[config.mk]
export PLATFORM = sky130hd
export DESIGN_NAME = des_block_loader
export DESIGN_NICKNAME = d
export VERILOG_FILES = /design/src/rtl/des_block_loader.sv
export SDC_FILE = /design/constraint.sdc
export NUM_CORES = 1
export LEC_CHECK = 0
export BUFFER_PORTS_ARGS = -buffer_cell sky130_fd_sc_hd__buf_2
export CAP_MARGIN = 25
export CORE_UTILIZATION = 50
export CTS_CLUSTER_DIAMETER = 100
export DETAILED_ROUTE_END_ITERATION = 6
export HOLD_SLACK_MARGIN = 0.1
export PLACE_DENSITY = 0.71
export SETUP_SLACK_MARGIN = 0.3
export SLEW_MARGIN = 15
export SYNTH_ARGS = -nofsm -noshare
export SYNTH_HDL_FRONTEND = slang
export SYNTH_SLANG_ARGS = --single-unit
export TNS_END_PERCENT = 20
[constraint.sdc]
create_clock -name clk -period 2.55 [get_ports clk]
set_clock_uncertainty 0.15 [all_clocks]
set_input_delay 0.3825 -clock clk [delete_from_list [all_inputs] [get_ports clk]]
set_output_delay 0.3825 -clock clk [all_outputs]
set_load 0.03 [all_outputs]
[src/rtl/des_block_loader.sv]
// Byte-serial to 64-bit block assembler feeding the DES initial permutation.
// Packs 8 bytes MSB-first into [0:63] and buffers up to BUF_DEPTH complete blocks.
module des_block_loader #(
  parameter int unsigned BUF_DEPTH = 2
) (
  input  logic        clk,
  input  logic        rst,
  input  logic [7:0]  in_byte,
  input  logic        in_valid,
  output logic        in_ready,
  input  logic        flush,
  output logic [0:63] block_out,
  output logic        block_valid,
  input  logic        block_ready,
  output logic [2:0]  byte_cnt,
  output logic [1:0]  blocks_held
);

  localparam logic [1:0] DEPTH_L  = 2'(BUF_DEPTH);
  localparam bit         PINGPONG = (BUF_DEPTH == 2);

  logic [0:63] r_buf [2];
  logic        r_wr_ptr;
  logic        r_rd_ptr;
  logic [2:0]  r_byte_cnt;
  logic [1:0]  r_blocks_held;
  logic        r_block_valid;

  logic        w_in_ready;
  logic        w_accept;
  logic        w_complete;
  logic        w_pop;
  logic [1:0]  w_held_nxt;

  // Depends only on registered occupancy plus rst/flush: no path from block_ready or in_valid.
  assign w_in_ready = !rst && !flush && (r_blocks_held < DEPTH_L);
  assign w_accept   = in_valid && w_in_ready;
  assign w_complete = w_accept && (r_byte_cnt == 3'd7);
  assign w_pop      = r_block_valid && block_ready;

  always_comb begin
    w_held_nxt = r_blocks_held;
    if (w_complete && !w_pop) begin
      w_held_nxt = r_blocks_held + 2'd1;
    end else if (!w_complete && w_pop) begin
      w_held_nxt = r_blocks_held - 2'd1;
    end
  end

  always_ff @(posedge clk) begin
    if (rst) begin
      r_buf[0]      <= '0;
      r_buf[1]      <= '0;
      r_wr_ptr      <= 1'b0;
      r_rd_ptr      <= 1'b0;
      r_byte_cnt    <= 3'd0;
      r_blocks_held <= 2'd0;
      r_block_valid <= 1'b0;
    end else begin
      // Byte k lands in bits 8k..8k+7 with its MSB at bit 8k.
      if (w_accept) begin
        r_buf[r_wr_ptr][{r_byte_cnt, 3'b000} +: 8] <= in_byte;
      end
      if (flush) begin
        r_byte_cnt <= 3'd0;
      end else if (w_accept) begin
        r_byte_cnt <= r_byte_cnt + 3'd1;
      end
      if (w_complete && PINGPONG) begin
        r_wr_ptr <= !r_wr_ptr;
      end
      if (w_pop && PINGPONG) begin
        r_rd_ptr <= !r_rd_ptr;
      end
      r_blocks_held <= w_held_nxt;
      r_block_valid <= (w_held_nxt != 2'd0);
    end
  end

  assign in_ready    = w_in_ready;
  assign block_out   = r_buf[r_rd_ptr];
  assign block_valid = r_block_valid;
  assign byte_cnt    = r_byte_cnt;
  assign blocks_held = r_blocks_held;

endmodule
### Word level (Yosys, flattened, before mapping)

Memory sizes are Yosys's and may differ from the RTL's. A register that Yosys moved wholly into a read port is not among the register bits.
Cells that the tools add are included.

| cells by class | value |
|---|---|
| add/sub/neg operators | 4 |
| $lt $le $gt $ge | 1 |
| equality and inequality tests | 1 |
| shift operators | 2 |
| mux-type cells | 12 |
| bitwise logic cells | 1 |
| reductions and logical operators | 16 |

Operators by type and width:

| cell | number |
|---|---|
| two-way mux 64 bit | 3 |
| variable shift 65 x 8 -> 64 bit (first input constant) | 1 |
| variable part select 65 x 8 -> 64 bit | 1 |
| OR reduction 64 bit | 1 |
| negation 7 -> 8 bit | 1 |
| logical AND 1 bit | 7 |
| two-way mux 1 bit | 7 |
| inverter 6 -> 7 bit | 1 |
| logical NOT 1 bit | 6 |
| two-way mux 2 bit | 2 |
| adder 3 x 1 -> 3 bit (second input constant) | 1 |
| equality test 3 bit (second input constant) | 1 |
| adder 2 x 1 -> 2 bit (second input constant) | 1 |
| < comparator 2 bit (second input constant) | 1 |
| nonzero test 2 bit | 1 |
| OR reduction 2 bit | 1 |
| subtractor 2 x 1 -> 2 bit (second input constant) | 1 |

| word-level totals | value |
|---|---|
| register bits after elaboration | 8 |
| bits in writable memories | 128 |
| bits of input ports | 13 |
| output and inout port bits | 71 |
| memories kept | 1 |

Memory list:

| memory | depth | width | read ports | clocked after memory_dff | write ports | RTL line | source |
|---|---|---|---|---|---|---|---|
| r_buf | 2 | 64 | 1 | 1 | 2 | 22 | `logic [0:63] r_buf [2];` |

### Longest topological paths before layout

| depth | value |
|---|---|
| word-level depth | 10 |
| depth in mapped cells | 6 |
| mapped depth without buffers | 6 |

### Worst setup path after synthesis

No wires, ideal clock.

| timing | value |
|---|---|
| kind | reg-to-reg |
| from | reg r_byte_cnt[0] (netlist: byte_cnt[0]) |
| to | mem r_buf[1][0] (netlist bit), enable pin |
| library setup time | 0.375 ns |
| arrival | 1.591 ns |
| slack | 0.435 ns |
| stages on the path, launching flop included | 5 |
| clock period less this slack | 2.115 ns |
| path through | dfxtp_1 > ha_1 > ha_1 > nand2_1 > o21bai_1 |

RTL lines:

| element | RTL line | source |
|---|---|---|
| from (decl) | 25 | `logic [2:0] r_byte_cnt;` |
| from (signal assigned) | 67 | `r_byte_cnt <= r_byte_cnt + 3'd1;` |
| to (decl) | 22 |  |

==> results.ini <==
[run_status]
status = completed

[logic_synthesis]
synth_top_cell_area_share = 0.616
synth_cell_types = 32
netlist_area_um2 = 6240
yosys-top-cells-count = 128 x edfxtp_1, 96 x and2_1, 66 x mux2_2, 49 x nor2_1, 21 x clkbuf_1
ys_seq_area_frac = 0.645
synthFlopType = edfxtp_1
synth_edf_count = 128
synth-warning-count = 0
async_flop_share = 0
synth.ff_latch_count = 137
synth_area_leaders = edfxtp_1 62%, mux2_2 12%, and2_1 9.6%
syn_inst = 452
yosysMostFrequentCell = edfxtp_1
syn_avg_cell_area_um2 = 13.8
synth.net_count = 471
synth_top_area_cell = edfxtp_1

[hold_path]
min_to = byte_cnt[0]
worstHoldPathCells = 2
hold_start = flush
hold_path_class = primary input to flop

[floorplan]
die_h_um = 114
num_io_pins = 84
die_area_um2 = 12900
core_um2 = 12100
rows = 40
start_util = 0.515
die_x_um = 114

[setup_path]
reg2reg_depth = 6
crit_path_max_incr_delay_ns = 0.41
worst_ep_required_time_ns = 2.02
cp_cell_sequence = buf_6 > mux2_2 > buf_2
worstReg2RegEnd = r_buf[0][18]
path_delay_family = buffers and inverters
cp_slowest_cell = mux2_2
rr_startpoint = byte_cnt[1]
cp_max_fo = 32
critical_path_buf_inv_count = 2
cp-start-kind = flop
arrival_ns = 1.67
ff2ff_setup_slack_ns = 0.47
crit_type = flop to primary output
cp-end-kind = primary output

[placed_design]
post-place-ws_ns = 0.362
gp_congestion = 0.852
numPortBuffers = 83
place_hpwl_mm = 8.80

[grt]
grt-ovfl-total = 0
antenna_found_initial = 0
first_global_vias = 3744
track_usage = 0.221
grt_pass1_wl_mm = 20.6
grt_max_degree = 33

[clock_network]
cts_setup_buffers = 0
cts_sinks = 137
cts_made_buffers = 17
clock_latency_ns = 0.41
clockBufferDepth = 2
clk_pin_slew_worst_paths_ns = 0.05
tritoncts = done
htree_levels = 4
cts-root-buf = clkbuf_16

[power_and_ir_drop]
clock_power_share = 0.439
power_mw = 5.16
p_leak_nw = 2.93
p_seq_frac = 0.495
power.switching_mw = 1.11
vdd_drop_max_mv = 0.403
sw_frac_of_total = 0.216
internal-power_mw = 4.04
power_frac_comb = 0.066
powerDensity_nw_per_um2 = 695

[drt]
drtIter0Drc = 307
wl_per_cell_um = 18.4
wl_met3_um = 672
wirelength_mm = 13.3
top_layer = met4
via_count = 3759
wl_met1_mm = 5.86
drc = 0
avgViaCountPerCell = 5.21
firstDrtPassIters = 4
wl_met2_mm = 6.54
antenna_left = 0

[timing]
slew_violations = 0
fin_ws_ns = 0.352
fmax_mhz = 455
hold_ws_ns = 0.163
final-hold-violation-count = 0
tns_ns = 0
relSlewSlack = 0.667
setup_violations = 0
tightestPinTransition_ns = 0.498
finalCritPeriodShare = 0.862
rsz0062_at_grt = true
period_needed_ns = 2.20

[final_layout]
area_delta_synth_final_pct = 18.8
diodes = 0
final_nets = 560
fillers = 966
drive_above_1_share = 0.368

[run]
drv_cap = 0

flip-flops by register name, indices dropped and copies added (netlist names), named ones only:
register	flops
blocks_held	2
r_rd_ptr	1
r_buf	128
block_valid	1
r_wr_ptr	1
byte_cnt	3
how the worst max path moves through the flow:
stage / end / from / slack [ns] / depth (start not counted)
global placement: r_buf[1][27] / flush / 0.40 / 6
finish: block_out[17] / flop / 0.35 / 3
global route: block_out[56] / flop / 0.30 / 3
CTS: block_out[39] / flop / 0.24 / 3
floorplan: r_buf[1][0] / byte_cnt[0] / 0.43 / 4
detailed placement: r_buf[0][16] / flush / 0.36 / 6
metrics by stage:
step | cells | cell area, um2 | util
global route | 722 | 7420 | 0.612
CTS | 722 | 7410 | 0.612
finish | 722 | 7420 | 0.612
detailed placement | 690 | 6850 | 0.566
floorplan | 452 | 6240 | -
global placement | 690 | 6850 | 0.566
what timing repair did:
| action | 4_1_cts | 5_1_grt |
|---|---|---|
| pin swaps | 0 | 0 |
| endpoints found under the setup margin | 61 | 32 |
| resized for setup | 1 | 1 |
| hold buffers | 0 | 0 |
per-layer routing:
| layer | up-vias | global-route usage |
|---|---|---|
| li1 | 1773 | - |
| met1 | 1862 | 0.293 |
| met2 | 109 | 0.356 |
| met3 | 15 | 0.0484 |
| met4 | 0 | 0.0895 |
| met5 | - | 0 |
layout make-up:
type / instances / area (um2) / share of cell area
Timing Repair Buffer: 93 / 498 / 0.0671
Multi-Input combinational cell: 287 / 2110 / 0.284
Clock buffer: 29 / 541 / 0.0729
Sequential cell: 137 / 4030 / 0.543
Inverter: 5 / 18.8 / 0.00253
Clock inverter: 3 / 15.0 / 0.00202
Tap cell: 168 / 210 / 0.0283
power by group through the flow:
stage	combinational, mW	sequential, mW	clock (mW)
5_1_grt	0.362	2.56	2.37
3_3_place_gp	0.338	2.59	0
4_1_cts	0.344	2.55	2.29
2_1_floorplan	0.219	2.59	0
6_report	0.340	2.55	2.26
3_5_place_dp	0.342	2.60	0
logic make-up after synthesis:
kind of cell             synth area share
AND/OR/NAND/NOR                     0.176
flip-flops                          0.645
AO/OA/AOI/OAI                      0.0253
adder cells (fa/ha/maj)            0.0120
multiplexers                        0.119
buffers and inverters              0.0172
XOR/XNOR                          0.00561
worst register-to-register path, cell delays in order, from the launching register on:
cell and delay (ns):
dfxtp_1 0.39, inv_1 0.14, ha_1 0.25, nand3b_1 0.25
or2_2 0.41, nor2_4 0.19, and2_1 0.18
placed cells by master (no fill, tap or decap), types with 3 or more instances in the layout:
cell,Yosys,layout
nor2_4,8,8
a31o_2,3,3
nor2_1,49,49
nand3_2,4,4
clkbuf_8,0,7
clkinv_2,0,3
buf_4,0,8
dfxtp_1,9,8
clkbuf_1,21,5
clkbuf_16,0,17
ha_1,6,6
edfxtp_1,128,128
buf_2,2,83
nand2_1,14,14
mux2_2,66,66
nor3_1,5,5
a21oi_1,4,4
inv_1,5,5
a21o_1,12,12
and2_1,96,96
(Power assumes the default switching activity.)
